**config.mk**
```make
export PLATFORM = sky130hd
export DESIGN_NAME = raster_mem_arbiter_flat
export DESIGN_NICKNAME = d
export VERILOG_FILES = /design/src/rtl/raster_pkg.sv /design/src/rtl/raster_mem_arbiter_if.sv /design/src/rtl/raster_mem_arbiter_id_fifo.sv /design/src/rtl/raster_mem_arbiter.sv /design/src/flat_wrapper.sv
export SDC_FILE = /design/constraint.sdc
export NUM_CORES = 1
export LEC_CHECK = 0
export CAP_MARGIN = 5
export CORE_AREA = 2 2 130 132
export CTS_CLUSTER_DIAMETER = 120
export CTS_CLUSTER_SIZE = 30
export DETAILED_ROUTE_END_ITERATION = 6
export DIE_AREA = 0 0 132 134
export SYNTH_ARGS = -nofsm -noshare
export SYNTH_HDL_FRONTEND = slang
export SYNTH_SLANG_ARGS = --single-unit
```
**constraint.sdc**
```tcl
create_clock -name clock -period 5.1 [get_ports clock]
set_input_delay 0.765 -clock clock [delete_from_list [all_inputs] [get_ports clock]]
set_output_delay 0.765 -clock clock [all_outputs]
set_load 0.05 [all_outputs]
```
**src/rtl/raster_pkg.sv**
```systemverilog
// Shared rasterizer memory constants and the port-ID type used to tag
// outstanding SDRAM reads.
package raster_pkg;

  localparam int ADDR_W        = 26;
  localparam int DATA_W        = 32;
  localparam int BE_W          = 4;
  localparam int NUM_MEM_PORTS = 3;

  typedef logic [1:0] port_id_t;

  localparam port_id_t PORT_VFETCH = 2'd0;
  localparam port_id_t PORT_DFETCH = 2'd1;
  localparam port_id_t PORT_ZTEST  = 2'd2;

endpackage

```
**src/rtl/raster_mem_arbiter_if.sv**
```systemverilog
// Avalon-MM bundle with NUM lanes packed side by side; NUM=1 is a plain
// single master/slave link.
interface raster_mem_arbiter_if #(
  parameter int NUM = 1
);

  logic [NUM*raster_pkg::ADDR_W-1:0] address;
  logic [NUM-1:0]                    read;
  logic [NUM-1:0]                    write;
  logic [NUM*raster_pkg::BE_W-1:0]   byteenable;
  logic [NUM*raster_pkg::DATA_W-1:0] writedata;
  logic [raster_pkg::DATA_W-1:0]     readdata;
  logic [NUM-1:0]                    readdatavalid;
  logic [NUM-1:0]                    waitrequest;

  modport master (
    output address, read, write, byteenable, writedata,
    input  readdata, readdatavalid, waitrequest
  );

  modport slave (
    input  address, read, write, byteenable, writedata,
    output readdata, readdatavalid, waitrequest
  );

endinterface

```
**src/rtl/raster_mem_arbiter_id_fifo.sv**
```systemverilog
// Synchronous FIFO of port IDs, one entry per outstanding SDRAM read, so each
// return is steered to the master that issued it.
module raster_id_fifo
  import raster_pkg::*;
#(
  parameter  int DEPTH = 8,
  localparam int CNT_W = $clog2(DEPTH + 1)
) (
  input  logic             clock,
  input  logic             reset,
  input  logic             push,
  input  port_id_t         push_id,
  input  logic             pop,
  output port_id_t         head_id,
  output logic             full,
  output logic             empty,
  output logic [CNT_W-1:0] count
);

  localparam int PTR_W = $clog2(DEPTH);

  port_id_t         mem [DEPTH];
  logic [PTR_W-1:0] wr_ptr;
  logic [PTR_W-1:0] rd_ptr;
  logic             do_push;
  logic             do_pop;

  assign empty   = (count == '0);
  assign full    = (count == CNT_W'(DEPTH));
  assign do_pop  = pop & ~empty;
  // A pop in the same cycle frees the slot, so a full FIFO still takes a push.
  assign do_push = push & (~full | do_pop);
  assign head_id = mem[rd_ptr];

  always_ff @(posedge clock) begin
    if (do_push) mem[wr_ptr] <= push_id;
  end

  always_ff @(posedge clock) begin
    if (reset) begin
      wr_ptr <= '0;
      rd_ptr <= '0;
      count  <= '0;
    end else begin
      if (do_push) wr_ptr <= wr_ptr + 1'b1;
      if (do_pop)  rd_ptr <= rd_ptr + 1'b1;
      if (do_push != do_pop) count <= do_push ? count + 1'b1 : count - 1'b1;
    end
  end

endmodule

```
**src/rtl/raster_mem_arbiter.sv**
```systemverilog
// Round-robin merge of the rasterizer Avalon-MM masters onto one SDRAM port,
// with grant lock under waitrequest and in-order read-return routing.
module raster_mem_arbiter
  import raster_pkg::*;
#(
  parameter int NUM_PORTS   = NUM_MEM_PORTS,
  parameter int MAX_PENDING = 8
) (
  input  logic                             clock,
  input  logic                             reset,
  raster_mem_arbiter_if.slave              s,
  raster_mem_arbiter_if.master             m,
  output logic [$clog2(MAX_PENDING+1)-1:0] pending_cnt,
  output logic                             err_orphan
);

  logic [NUM_PORTS-1:0] req;
  logic [NUM_PORTS-1:0] eligible;
  logic                 gnt_vld;
  port_id_t             gnt_idx;
  logic                 lock_vld;
  port_id_t             lock_idx;
  port_id_t             rr_ptr;
  logic                 cmd_any;
  logic                 accept;
  logic                 fifo_full;
  logic                 fifo_empty;
  port_id_t             head_id;

  function automatic port_id_t wrap_add(input port_id_t base, input int k);
    int sum;
    sum = int'(base) + k;
    if (sum >= NUM_PORTS) sum = sum - NUM_PORTS;
    return port_id_t'(sum);
  endfunction

  assign req      = s.read | s.write;
  assign eligible = req & ~(s.read & {NUM_PORTS{fifo_full}});

  // Scanning downward lets the nearest eligible port after rr_ptr win last.
  always_comb begin
    gnt_vld = 1'b0;
    gnt_idx = '0;
    if (lock_vld) begin
      gnt_vld = 1'b1;
      gnt_idx = lock_idx;
    end else begin
      for (int k = NUM_PORTS - 1; k >= 0; k--) begin
        if (eligible[wrap_add(rr_ptr, k)]) begin
          gnt_vld = 1'b1;
          gnt_idx = wrap_add(rr_ptr, k);
        end
      end
    end
  end

  always_comb begin
    m.address     = '0;
    m.read        = '0;
    m.write       = '0;
    m.byteenable  = '0;
    m.writedata   = '0;
    s.waitrequest = '1;
    if (gnt_vld && !reset) begin
      m.address[0 +: ADDR_W]    = s.address[gnt_idx*ADDR_W +: ADDR_W];
      m.read[0]                 = s.read[gnt_idx];
      m.write[0]                = s.write[gnt_idx] & ~s.read[gnt_idx];
      m.byteenable[0 +: BE_W]   = s.byteenable[gnt_idx*BE_W +: BE_W];
      m.writedata[0 +: DATA_W]  = s.writedata[gnt_idx*DATA_W +: DATA_W];
      s.waitrequest[gnt_idx]    = m.waitrequest[0];
    end
  end

  assign cmd_any = m.read[0] | m.write[0];
  assign accept  = gnt_vld & cmd_any & ~m.waitrequest[0];

  always_ff @(posedge clock) begin
    if (reset) begin
      lock_vld   <= 1'b0;
      lock_idx   <= '0;
      rr_ptr     <= '0;
      err_orphan <= 1'b0;
    end else begin
      lock_vld <= gnt_vld & cmd_any & m.waitrequest[0];
      if (gnt_vld) lock_idx <= gnt_idx;
      if (accept)  rr_ptr   <= wrap_add(gnt_idx, 1);
      if (m.readdatavalid[0] && fifo_empty) err_orphan <= 1'b1;
    end
  end

  raster_id_fifo #(
    .DEPTH (MAX_PENDING)
  ) u_id_fifo (
    .clock   (clock),
    .reset   (reset),
    .push    (accept & m.read[0]),
    .push_id (gnt_idx),
    .pop     (m.readdatavalid[0]),
    .head_id (head_id),
    .full    (fifo_full),
    .empty   (fifo_empty),
    .count   (pending_cnt)
  );

  assign s.readdata = m.readdata;

  always_comb begin
    s.readdatavalid = '0;
    if (!reset && m.readdatavalid[0] && !fifo_empty) s.readdatavalid[head_id] = 1'b1;
  end

endmodule

```
**src/flat_wrapper.sv**
```systemverilog
// flat-port wrapper written by rule: the top's interface ports become plain ports
module raster_mem_arbiter_flat import raster_pkg::*;
#(
  parameter int NUM_PORTS   = NUM_MEM_PORTS,
  parameter int MAX_PENDING = 8
)
  (clock, reset, pending_cnt, err_orphan, s_address, s_read, s_write, s_byteenable, s_writedata, s_readdata, s_readdatavalid, s_waitrequest, m_address, m_read, m_write, m_byteenable, m_writedata, m_readdata, m_readdatavalid, m_waitrequest);
  raster_mem_arbiter_if #(.NUM(3)) s_i ();
  raster_mem_arbiter_if #(.NUM(1)) m_i ();
  input  logic clock;
  input  logic reset;
  output logic [$clog2(MAX_PENDING+1)-1:0] pending_cnt;
  output logic err_orphan;
  input wire logic [$bits(s_i.address)-1:0] s_address;
  input wire logic [$bits(s_i.read)-1:0] s_read;
  input wire logic [$bits(s_i.write)-1:0] s_write;
  input wire logic [$bits(s_i.byteenable)-1:0] s_byteenable;
  input wire logic [$bits(s_i.writedata)-1:0] s_writedata;
  output wire logic [$bits(s_i.readdata)-1:0] s_readdata;
  output wire logic [$bits(s_i.readdatavalid)-1:0] s_readdatavalid;
  output wire logic [$bits(s_i.waitrequest)-1:0] s_waitrequest;
  output wire logic [$bits(m_i.address)-1:0] m_address;
  output wire logic [$bits(m_i.read)-1:0] m_read;
  output wire logic [$bits(m_i.write)-1:0] m_write;
  output wire logic [$bits(m_i.byteenable)-1:0] m_byteenable;
  output wire logic [$bits(m_i.writedata)-1:0] m_writedata;
  input wire logic [$bits(m_i.readdata)-1:0] m_readdata;
  input wire logic [$bits(m_i.readdatavalid)-1:0] m_readdatavalid;
  input wire logic [$bits(m_i.waitrequest)-1:0] m_waitrequest;
  assign s_i.address = s_address;
  assign s_i.read = s_read;
  assign s_i.write = s_write;
  assign s_i.byteenable = s_byteenable;
  assign s_i.writedata = s_writedata;
  assign s_readdata = s_i.readdata;
  assign s_readdatavalid = s_i.readdatavalid;
  assign s_waitrequest = s_i.waitrequest;
  assign m_address = m_i.address;
  assign m_read = m_i.read;
  assign m_write = m_i.write;
  assign m_byteenable = m_i.byteenable;
  assign m_writedata = m_i.writedata;
  assign m_i.readdata = m_readdata;
  assign m_i.readdatavalid = m_readdatavalid;
  assign m_i.waitrequest = m_waitrequest;
  raster_mem_arbiter #(.NUM_PORTS(NUM_PORTS), .MAX_PENDING(MAX_PENDING)) u_core (.clock(clock), .reset(reset), .s(s_i), .m(m_i), .pending_cnt(pending_cnt), .err_orphan(err_orphan));
endmodule
```
After elaboration in Yosys (flattened, before gate mapping)
Memory sizes are Yosys's and may differ from the RTL's. A register that Yosys moved wholly into a read port is not among the register bits.
Index checks and enable logic that the tools add are counted.
- flip-flop bits (word level): 16
- memory bits (writable): 16
- input port bits: 228
- output and inout port bits: 107
- memories kept: 1
- add/subtract/negate cells: 11
- $mul: 1
- order comparisons: 11
- equal/unequal tests: 2
- shift operators: 3
- muxes and demuxes: 41
- bitwise operators: 19
- reductions and logical operators: 9
- memory list (name ; words ; width ; read ports ; clocked after memory_dff ; write ports ; RTL line ; RTL):
    u_core.u_id_fifo.mem ; 8 ; 2 ; 1 ; 1 ; 1 ; raster_mem_arbiter_id_fifo.sv:22 ; port_id_t mem [DEPTH];
- operators by type and width (cell ; number):
    96-bit by 8-bit indexed part select with 32-bit output ; 1
    78-bit by 8-bit indexed part select with 26-bit output ; 1
    32-bit 2-to-1 mux ; 1
    26-bit 2-to-1 mux ; 1
    2-bit 2-to-1 mux ; 11
    2-bit by 3-bit less-than comparator with 1-bit output, second input constant ; 5
    1-bit 2-to-1 mux ; 15
    3-bit 2-to-1 mux ; 4
    12-bit by 5-bit indexed part select with 4-bit output ; 1
    1-bit binary-select mux with 2-bit select ; 5
    3-bit by 2-bit greater-or-equal comparator with 1-bit output, second input constant ; 3
    4-bit 2-to-1 mux ; 2
    1-bit AND ; 7
    2-bit by 1-bit adder with 3-bit output, second input constant ; 2
    3-bit by 1-bit adder with 3-bit output, second input constant ; 2
    3-bit AND ; 2
    1-bit logical AND ; 6
    2-bit by 4-bit multiplier with 6-bit output, second input constant ; 1
    3-bit NOT ; 2
    3-bit OR ; 2
    2-bit by 1-bit subtractor with 2-bit output, second input constant ; 3
    4-bit by 1-bit adder with 4-bit output, second input constant ; 1
    1-bit demux with 2-bit select ; 2
    4-bit == test, second input constant ; 1
    10 further kinds ; 16

Longest topological paths before layout
Gate-level depths: netlist of run 1.
- word-level depth: 22
- mapped depth: 18
- gate-level depth less buffers: 16

Cells and area by module
Synthesis of run 1 repeated with hierarchy kept, for this count alone.
- cells, all modules: 449
- area, all modules: 3886.2 um^2
- modules (own cells, without submodules) (module ; instances ; cells an instance ; area each (um^2)):
    raster_mem_arbiter ; 1 ; 345 ; 2534.9
    raster_id_fifo ; 1 ; 104 ; 1351.3

Least setup slack after synthesis of run 1
Ideal clock, no wire load.
- kind: reg-to-output
- start: reg u_core.u_id_fifo.count[3]
- end: out m_write
- arrival time: 3.503 ns
- data required time: 4.335 ns
- slack: 0.832 ns
- cell stages (with the launch flop): 7
- cells stage by stage: dfxtp_1 -> or4b_4 -> a311o_1 -> o311ai_1 -> mux2i_4 -> or2_1 -> nor3_1
- longest elaborated chain between the ends: 15
- elaborated cells between the ends (all ways): 26
- ends and longest elaborated chain (what ; RTL line ; RTL):
    from (decl) ; raster_mem_arbiter_id_fifo.sv:17 ; output logic [CNT_W-1:0] count
    from (signal assigned) ; raster_mem_arbiter_id_fifo.sv:47 ; if (do_push != do_pop) count <= do_push ? count + 1'b1 : count - 1'b1;
    4-bit == test (*) ; raster_mem_arbiter_id_fifo.sv:29 ; assign full = (count == CNT_W'(DEPTH));
    3-bit AND (*) ; raster_mem_arbiter.sv:38 ; assign eligible = req & ~(s.read & {NUM_PORTS{fifo_full}});
    3-bit NOT (*) ; raster_mem_arbiter.sv:38 ;
    3-bit AND (*) ; raster_mem_arbiter.sv:38 ;
    1-bit binary-select mux with 2-bit select ; raster_mem_arbiter.sv:49 ; if (eligible[wrap_add(rr_ptr, k)]) begin
    1-bit 2-to-1 mux (implied by the code) ; raster_mem_arbiter.sv:49 ;
    2-bit 2-to-1 mux (3 in a row) ; raster_mem_arbiter.sv:49 ;
    2-bit 2-to-1 mux ; raster_mem_arbiter.sv:44 ; if (lock_vld) begin
    1-bit binary-select mux with 2-bit select ; raster_mem_arbiter.sv:67 ; m.write[0] = s.write[gnt_idx] & ~s.read[gnt_idx];
    1-bit 2-to-1 mux (implied by the code) ; raster_mem_arbiter.sv:67 ;
    1-bit NOT ; raster_mem_arbiter.sv:67 ;
    1-bit AND ; raster_mem_arbiter.sv:67 ;
    1-bit 2-to-1 mux (*) ; raster_mem_arbiter.sv:64 ; if (gnt_vld && !reset) begin
    to (decl) ; flat_wrapper.sv:24 ; output wire logic [$bits(m_i.write)-1:0] m_write;
Every way passes the cells marked *; elsewhere a longest branch is shown, timed or not. The select of a mux whose other input is x is not followed.

Final worst setup path of run 1
- start: in s_read[1]
- end: out m_writedata[7]
- longest elaborated chain between the ends: 11
- elaborated cells between the ends (all ways): 21
- ends and longest elaborated chain (what ; RTL line ; RTL):
    from (decl) ; flat_wrapper.sv:15 ; input wire logic [$bits(s_i.read)-1:0] s_read;
    3-bit AND ; raster_mem_arbiter.sv:38 ;
    3-bit NOT ; raster_mem_arbiter.sv:38 ;
    3-bit AND (*) ; raster_mem_arbiter.sv:38 ;
    1-bit binary-select mux with 2-bit select ; raster_mem_arbiter.sv:49 ;
    1-bit 2-to-1 mux (implied by the code) ; raster_mem_arbiter.sv:49 ;
    2-bit 2-to-1 mux or 1-bit 2-to-1 mux (tied branches) (3 in a row) ; raster_mem_arbiter.sv:49 ;
    2-bit 2-to-1 mux or 1-bit 2-to-1 mux (tied branches) ; raster_mem_arbiter.sv:44 ;
    96-bit by 8-bit indexed part select with 32-bit output or 1-bit logical AND (tied branches) ; raster_mem_arbiter.sv:69, raster_mem_arbiter.sv:64 ;
    32-bit 2-to-1 mux (*) ; raster_mem_arbiter.sv:64 ;
    to (decl) ; flat_wrapper.sv:26 ; output wire logic [$bits(m_i.writedata)-1:0] m_writedata;
Marks and branches as above.

==> metrics, run 1 <==
status complete, no violations; WP data arrival 3.68 ns; Max Cap Viol 0; io pins 335; Hold Path Sink u_core.err_orphan; Final Hold Vio Count 0; cell count after synthesis 504; Detailed Routing Iterations Pass 1 4; GRT Total Usage 0.173; Tcrit/Tclk final 0.871; die height 134 microns; total CTS buffers 5; Synth cell types 55; Starting Density 0.234; Post-synth top flop dfxtp_1; vias after detailed routing 4395; register area 861 sq um; DR vias/cell 4.65; Hold Crit Depth 2; hpwl dp 12600 microns; number of global-route vias before repair 4270; area of the die 17700 sq um; met3 wire len 1260 microns; DRT Wirelength 15900 microns; Slew Viols, Final 0; share of cells above drive strength 1 0.141; multi-input logic area 2560 sq um; FILL cells 1688; RSZ-0062 raised after global routing no; Reg clk slew, reported paths 0.06 ns; Hold Slack 0.474 ns; sequential area share after synthesis 0.226; syn nets 743; CTS sink count 35; RR Endpoint u_core.u_id_fifo.count[3]; DRT antenna net count 0; Slew Limit Headroom 0.521; Hold WC Path Type flip-flop to flip-flop; measured slew at the worst slew-check pin 0.718 ns; Synth Area per Inst 7.56 sq um; RePlAce Congestion 0.798; CTS Hold Buffers Added 0; crit path launch type primary input; setup TNS 0 ns; crit end category primary output; CP max FO 36; worst-case reg-to-reg path depth 14; pwr dens 631 nW/um^2; DR WL/cell 16.9 microns; htree depth 2; FF-to-FF Start u_core.rr_ptr[1]; CP Class primary input to primary output; Max clock buf depth 2; number of synthesized flops with an enable pin 16; initial antenna violation count 1; critical path data required time 4.34 ns; global route overflow 0; root buffer cell clkbuf_16; synthesized area 3810 sq um; Fin Clk Skew 0.00447 ns; Final min period 4.44 ns; routed wl met2 7740 microns; Metal-1 WL 6520 microns; min-delay src u_core.err_orphan; FMAX 225 MHz; first-pass GRT wire length 24200 microns; Setup Buffers After CTS 0; #FFs+latches synth 35; worst-skew pair later-pin latency 0.28 ns; Async SR Flop Fraction 0; input/output buffers 270; Post-route DRC 0; Core ar. 16300 sq um; CTS tree yes; Nets 962; Max IR drop VDD 0.000313 V; highest metal used met4; cell leakage power 2.65 nW; largest net degree at the start of global routing 73; post-CTS resize count 0; number of placement rows 47; R2R Setup Slk 1.31 ns; final setup fails 0; die width 132 microns; Synth Warn # 0; 1st-iter DRT viols 230; area delta synth->final 73.3%
report_power, final:
group / internal [W] / switching, W
sequential: 0.000369 / 0.0000679
clock: 0.000180 / 0.000116
combinational: 0.00126 / 0.00218
how the worst max path moves through the flow:
stage	slack (ns)	endpoint	from
3_5_place_dp	0.61	m_writedata[7]	s_read[1]
2_1_floorplan	0.83	m_write	u_core.u_id_fifo.count[3]
6_report	0.66	m_writedata[7]	s_read[1]
3_3_place_gp	0.67	m_writedata[7]	s_read[1]
4_1_cts	0.61	m_writedata[7]	s_read[1]
5_1_grt	0.47	m_write	s_read[2]
sequential cells by signal, summed over array words and instances (netlist names), named ones only:
signal	count
u_core.u_id_fifo.wr_ptr	3
u_core.rr_ptr	2
u_core.u_id_fifo.rd_ptr	3
u_core.lock_vld	1
u_core.err_orphan	1
u_core.u_id_fifo.count	4
u_core.u_id_fifo.mem	16
u_core.lock_idx	2
cells by family after synthesis:
logic type,after synthesis,share of synthesized area
and+or+nand+nor,187,0.220
DFF,35,0.226
buffers and inverters,79,0.113
adders and majority gates,11,0.0381
AOI/OAI and AO/OA,115,0.185
xor gates and xnor gates,3,0.00690
muxes,74,0.211
Yosys cell counts (3+ instances only):
cell        n  area, sq um
nor2_1    143          537
buf_4      32          240
dfxtp_1    19          380
edfxtp_1   16          480
nor4_1      4         25.0
mux2i_1    67          671
nor3_1      3         15.0
clkbuf_1   15         56.3
nand3_1     6         30.0
buf_1      10         37.5
a21o_1      6         45.0
o21ai_1     3         15.0
o31ai_1     3         22.5
a21oi_1    73          365
ha_1       10          125
or3_1       3         18.8
and3_1      3         18.8
nand2b_1    5         31.3
nand2_1     8         30.0
inv_1      12         45.0
a211oi_1    4         30.0
nor2b_1     3         18.8
o21ai_0     4         20.0
nor4b_2     3         45.0
buf_2      10         50.1
mux4_2      4         90.1
layer usage:
layer,global-route usage,up-vias
met5,0,-
met4,0.0562,0
met3,0.0510,27
met2,0.290,173
met1,0.213,2009
li1,-,2186
area by class of cell:
type / instances / share of cell area
antenna: 1 / 0.000379
tap: 220 / 0.0417
multi-input combinational: 390 / 0.388
timing repair buffer: 279 / 0.411
clock buffer: 5 / 0.0189
sequential: 35 / 0.130
clock inverter: 3 / 0.00303
inverter: 12 / 0.00682
per-stage QoR:
| stage | cell area (sq um) | power [W] | setup WS (ns) | cells | utilization |
|---|---|---|---|---|---|
| floorplan | 3810 | 0.00289 | 0.832 | 504 | - |
| global placement | 6460 | 0.00389 | 0.670 | 936 | 0.396 |
| detailed placement | 6460 | 0.00389 | 0.613 | 936 | 0.396 |
| CTS | 6600 | 0.00421 | 0.610 | 944 | 0.405 |
| global route | 6600 | 0.00445 | 0.475 | 945 | 0.405 |
| finish | 6600 | 0.00416 | 0.660 | 945 | 0.405 |
critical path, cell delays in order:
cell and delay [ns]:
clkdlybuf4s50_1 0.55, nor4bb_1 0.32, a311o_1 0.38, a31oi_1 0.12, o22ai_4 0.29, buf_12 0.28, mux2i_1 0.28, buf_4 0.15
nor2_1 0.05, a21oi_1 0.21, nor2_1 0.07, buf_4 0.20
cell usage in the layout, fill, tap and decap left out, types with 3 or more instances in the layout:
cell type and count:
clkdlybuf4s50_1 203, nor2_1 143, a21oi_1 73, mux2i_1 67, buf_4 67, dfxtp_1 19, edfxtp_1 16, inv_1 12
ha_1 10, buf_12 9, nand2_1 8, nand3_1 6, a21o_1 6, nand2b_1 5, clkbuf_16 5, o21ai_0 4
a211oi_1 4, mux4_2 4, nor4_1 4, nor2b_1 3, nor3_1 3, or3_1 3, o21ai_1 3, and3_1 3
nor4b_2 3
No activity file was read; power rests on OpenSTA's default activity.
==> run 2: changes to the inputs <==
--- a/config.mk
+++ b/config.mk
@@ -11,6 +11,7 @@
 export CTS_CLUSTER_SIZE = 30
 export DETAILED_ROUTE_END_ITERATION = 6
 export DIE_AREA = 0 0 132 134
+export MAX_ROUTING_LAYER = met4
 export SYNTH_ARGS = -nofsm -noshare
 export SYNTH_HDL_FRONTEND = slang
 export SYNTH_SLANG_ARGS = --single-unit
==> run 2 against run 1 <==
Clock-buffer cell count stayed put; sequential power hardly changed; cell area stayed put; clock power hardly changed; wire length is 0.40% higher; via count is 0.14% lower; setup slack better by 0.00075 ns; final cell count stayed put; utilization stayed put; total power hardly changed; register-to-register slack hardly changed; critical path type unchanged; highest routed layer unchanged.
==> metrics, run 2 (synthesis gave the netlist of run 1 again) <==
Largest register FFs 16; number of placement rows 47; measured slew at the worst slew-check pin 0.718 ns; FMAX 225 MHz; hpwl dp 12600 microns; status complete, no violations; Setup Buffers After CTS 0; FF-to-FF Start u_core.rr_ptr[1]; share of cells above drive strength 1 0.141; Final Hold Vio Count 0; crit path launch type primary input; final setup fails 0; GR peak layer met2; area of the die 17700 sq um; Slew Viols, Final 0; DR vias/cell 4.64; critical path data required time 4.34 ns; htree depth 2; WP data arrival 3.67 ns; met1 global-route usage 0.222; Reg clk slew, reported paths 0.06 ns; Most flops, register u_core.u_id_fifo.mem; Final Power 0.00416 W; DRT antenna net count 0; io pins 335; Final min period 4.44 ns; delay-heaviest family, CP buffers and inverters; CP Class primary input to primary output; initial antenna violation count 1; sw frac 0.567; 1st-iter DRT viols 191; R2R Setup Slk 1.32 ns; number of global-route vias before repair 4279; Hold Slack 0.474 ns; Fin Clk Skew 0.00444 ns; CP Buf/Inv Count 4; DRT Wirelength 16000 microns; Max clock buf depth 2; CP startpoint s_read[1]; Setup WS pre-CTS 0.613 ns; post-CTS resize count 0; Tcrit/Tclk final 0.871; Starting Density 0.234; Slew Limit Headroom 0.521; worst-path cell chain clkdlybuf4s50_1, nor4bb_1, a311o_1, a31oi_1, o22ai_4, buf_12, mux2i_1, buf_4, nor2_1, a21oi_1, nor2_1, buf_4; most frequent cells in the layout clkdlybuf4s50_1, nor2_1, a21oi_1; total CTS buffers 5; pwr dens 631 nW/um^2; RSZ-0062 raised after global routing no; switching pwr 0.00236 W; Critical Path End m_writedata[7]; Final WS setup 0.660 ns; Post-route DRC 0; combinational power share 0.824; root buffer cell clkbuf_16; Detailed Routing Iterations Pass 1 4; vias after detailed routing 4389; cell leakage power 2.65 nW; largest net degree at the start of global routing 73; Placed Cells 936; Hold WC Path Type flip-flop to flip-flop; min-delay src u_core.err_orphan; GRT Total Usage 0.178; Max IR drop VDD 0.000314 V; Worst path slowest cell clkdlybuf4s50_1; setup TNS 0 ns; critical path depth 12; Nets 962; CP max FO 36; FILL cells 1688; worst-skew pair later-pin latency 0.28 ns; Max Cap Viol 0; crit end category primary output; biggest regs u_core.u_id_fifo.mem (16), u_core.u_id_fifo.count (4); DR WL/cell 16.9 microns; die width 132 microns; clock network power share 0.071; most common cell after layout, fill and taps aside clkdlybuf4s50_1; GR Util met2 0.289; area delta synth->final 73.3%; CTS tree yes; input/output buffers 270; RePlAce Congestion 0.811; Seq pwr share 0.105; CTS Hold Buffers Added 0; met3 usage 0.0370; P_int 0.00180 W; RR Endpoint u_core.u_id_fifo.count[3]; worst-case reg-to-reg path depth 14; Finished Layout Cells 945; global route overflow 0; first-pass GRT wire length 24200 microns; CTS sink count 35; CP peak stage delay 0.56 ns; die height 134 microns; Core ar. 16300 sq um
[run 2: cell counts in the layout (fill, tap and decap cells not counted)]
No cell type changed its count.
[run 2: cell type report]
type	count	area, sq um	share of cell area
flip-flops and latches	35	861	0.130
repair buffers	279	2720	0.411
diodes	1	2.50	0.000379
clock inverters	3	20.0	0.00303
clock buffers	5	125	0.0189
multi-input cells	390	2560	0.388
inverters	12	45.0	0.00682
well taps	220	275	0.0417
[run 2: worst min path at each step]
| stage | end | slack (ns) | cells past startpoint |
|---|---|---|---|
| 2_1_floorplan | u_core.lock_idx[1] | 0.46 | 2 |
| 3_3_place_gp | u_core.err_orphan | 0.45 | 2 |
| 3_5_place_dp | u_core.err_orphan | 0.46 | 2 |
| 4_1_cts | u_core.err_orphan | 0.48 | 2 |
| 5_1_grt | u_core.u_id_fifo.rd_ptr[2] | 0.52 | 2 |
| 6_report | u_core.err_orphan | 0.47 | 2 |
[run 2: routing by layer]
layer	part of all wire	wire length, microns	vias to the layer above
met5	0	0	-
met4	0.028	449	0
met3	0.060	957	29
met2	0.48	7730	165
met1	0.43	6870	2010
li1	-	-	2185
[run 2: power by group through the flow]
stage | combinational (W) | sequential (W) | clock, W
4_1_cts | 0.00346 | 0.000439 | 0.000304
3_3_place_gp | 0.00345 | 0.000444 | 0
2_1_floorplan | 0.00240 | 0.000487 | 0
3_5_place_dp | 0.00345 | 0.000444 | 0
6_report | 0.00343 | 0.000437 | 0.000296
5_1_grt | 0.00369 | 0.000448 | 0.000315
[run 2: per-stage QoR]
stage                util  instance area (sq um)
floorplan               -                   3810
global placement    0.396                   6460
CTS                 0.405                   6600
global route        0.405                   6600
finish              0.405                   6600
detailed placement  0.396                   6460
[run 2: tightest hold or removal path: cells and delay by family (launching register included)]
kind             cells  cell delay (ns)
flip-flops           1             0.33
AND/OR/NAND/NOR      1             0.07
AO/OA/AOI/OAI        1             0.04
==> run 3: changes to the inputs <==
--- a/config.mk
+++ b/config.mk
@@ -5,12 +5,14 @@
 export SDC_FILE = /design/constraint.sdc
 export NUM_CORES = 1
 export LEC_CHECK = 0
+export ABC_AREA = 1
 export CAP_MARGIN = 5
-export CORE_AREA = 2 2 130 132
+export CORE_AREA = 2 2 128 130
 export CTS_CLUSTER_DIAMETER = 120
 export CTS_CLUSTER_SIZE = 30
 export DETAILED_ROUTE_END_ITERATION = 6
-export DIE_AREA = 0 0 132 134
+export DIE_AREA = 0 0 130 132
+export DONT_BUFFER_PORTS = 1
 export MAX_ROUTING_LAYER = met4
 export SYNTH_ARGS = -nofsm -noshare
 export SYNTH_HDL_FRONTEND = slang
==> run 3 against run 2 <==
Fmax rose by 3.1%; critical path depth grew 4; non-clock buffer count down 201; final cell count is 16% lower; clock-buffer cell count is 2 higher; utilization shrank 11 points; critical path type is now flip-flop to primary output.
==> metrics, run 3 <==
status complete, no violations; pwr dens 1000 nW/um^2; CTS sink count 35; input/output buffers 0; post-synth top area cell edfxtp_1; register area 861 sq um; Nets 817; share of cells above drive strength 1 0.252; first-pass GRT wire length 23200 microns; top-area cell type share of the netlist area 0.128; area delta synth->final 21.9%; multi-input logic area 2460 sq um; Async SR Flop Fraction 0; biggest regs u_core.u_id_fifo.mem (16), u_core.u_id_fifo.count (4); DR vias/cell 5.19; global route overflow 0; GRT Total Usage 0.182; io pins 335; Synth cell types 36; Max clock buf depth 2; measured slew at the worst slew-check pin 0.894 ns; synthesized area 3760 sq um; cell count after synthesis 568; most instantiated cells after synthesis nor2_1, a21oi_1, nor3_1, o31ai_1, nand2_1; Final min period 4.31 ns; htree depth 2; 1st-iter DRT viols 361; initial antenna violation count 0; Hold WC Path Type flip-flop to flip-flop; Tcrit/Tclk final 0.845; DRT antenna net count 0; FILL cells 1710; die height 132 microns; DRT Wirelength 15700 microns; final setup fails 0; Setup Buffers After CTS 0; DR WL/cell 19.8 microns; #FFs+latches synth 35; Starting Density 0.240; Fin Clk Skew 0.00164 ns; root buffer cell clkbuf_16; Placed Cells 787; WP data arrival 3.54 ns; top post-synthesis cells by area edfxtp_1, o31ai_1, a21oi_1; CTS Hold Buffers Added 0; area of the die 17200 sq um; sequential area share after synthesis 0.229; number of synthesized flops with an enable pin 16; worst-skew pair later-pin latency 0.27 ns; Most flops, register u_core.u_id_fifo.mem; Synth Area per Inst 6.63 sq um; largest net degree at the start of global routing 60; total CTS buffers 5; post-CTS resize count 0; Finished Layout Cells 796; syn nets 807; setup TNS 0 ns; CTS tree yes; Core ar. 15700 sq um; Slew Limit Headroom 0.402; number of placement rows 46; number of global-route vias before repair 3989; count leader, synth nor2_1; cell leakage power 1.93 nW; crit path launch type flip-flop; Synth Warn # 0; most frequent cells in the layout nor2_1, a21oi_1, buf_4; hpwl dp 12500 microns; critical path data required time 4.34 ns; Post-synth top flop dfxtp_1; Largest register FFs 16; Post-route DRC 0; Max IR drop VDD 0.000411 V; Max Cap Viol 0; Detailed Routing Iterations Pass 1 5; FMAX 232 MHz; Final Hold Vio Count 0; CP max FO 38; most common cell after layout, fill and taps aside nor2_1; crit end category primary output; die width 130 microns; Reg clk slew, reported paths 0.05 ns; Slew Viols, Final 0; CP Class flip-flop to primary output; vias after detailed routing 4129; RSZ-0062 raised after global routing no; RePlAce Congestion 0.824
[run 3: cell types whose count changed in the layout (fill, tap and decap cells not counted), moves of 6 or more]
cell,change
clkdlybuf4s50_1,-203
o31ai_1,+61
nor3_2,+24
nor3_1,+36
mux2i_1,-66
inv_1,+12
inv_2,+8
nand3_1,+16
nand2_2,+9
nand2_1,+39
a21o_1,-6
nor2_1,-54
[run 3: final timing paths]
path,from,endpoint,slack [ns],cells past startpoint
setup / recovery,u_core.u_id_fifo.count[3],m_address[7],0.79,16
setup reg to reg,u_core.u_id_fifo.count[3],u_core.u_id_fifo.count[3],1.01,23
hold / removal,u_core.lock_idx[1],u_core.lock_idx[1],0.45,2
hold reg to reg,u_core.lock_idx[1],u_core.lock_idx[1],0.45,2
[run 3: cell type report]
type / instances / area share
Multi-Input combinational cell: 423 / 0.537
Sequential cell: 35 / 0.188
Timing Repair Buffer: 78 / 0.152
Tap cell: 216 / 0.0589
Clock buffer: 7 / 0.0289
Inverter: 35 / 0.0289
Clock inverter: 1 / 0.00654
Antenna cell: 1 / 0.000545
[run 3: critical path, stage by stage (launching register included)]
cell and delay (ns):
dfxtp_1 0.66, inv_2 0.14, nor2_2 0.22, nand3_2 0.12
nand2_1 0.11, inv_2 0.03, nand3_1 0.10, nand2_1 0.08
inv_2 0.06, nand2_2 0.05, nand2_2 0.08, nand2_4 0.23
inv_2 0.48, buf_4 0.37, o31ai_1 0.14, nor3_1 0.15
buf_4 0.22
[run 3: power by group]
part / switching [W] / internal (W) / leakage, nW / total [W]
clock network: 0.000102 / 0.000230 / 0.0781 / 0.000332
registers: 0.0000602 / 0.000378 / 0.303 / 0.000438
logic: 0.00279 / 0.00105 / 1.55 / 0.00384
[run 3: cell families after synthesis]
group                    share of synthesized area
multiplexers                               0.00266
adder cells (fa/ha/maj)                     0.0386
AO/OA/AOI/OAI                                0.262
flip-flops                                   0.229
XOR/XNOR                                   0.00233
buffers and inverters                        0.152
AND/OR/NAND/NOR                              0.314
[run 3: per-stage QoR]
step / setup WS, ns / utilization / hold WS (ns) / power [W] / instance area (sq um)
detailed placement: 0.998 / 0.282 / 0.450 / 0.00428 / 4430
floorplan: 1.14 / - / 0.433 / 0.00323 / 3760
finish: 0.792 / 0.292 / 0.454 / 0.00461 / 4590
global route: 0.455 / 0.292 / 0.483 / 0.00491 / 4590
global placement: 1.06 / 0.282 / 0.445 / 0.00427 / 4430
CTS: 0.787 / 0.292 / 0.457 / 0.00463 / 4590
[run 3: layer usage]
layer | vias up | track usage | share of wire
li1 | 1982 | - | -
met1 | 1939 | 0.232 | 0.43
met2 | 195 | 0.287 | 0.47
met3 | 13 | 0.0548 | 0.088
met4 | 0 | 0.0293 | 0.011
met5 | - | - | 0
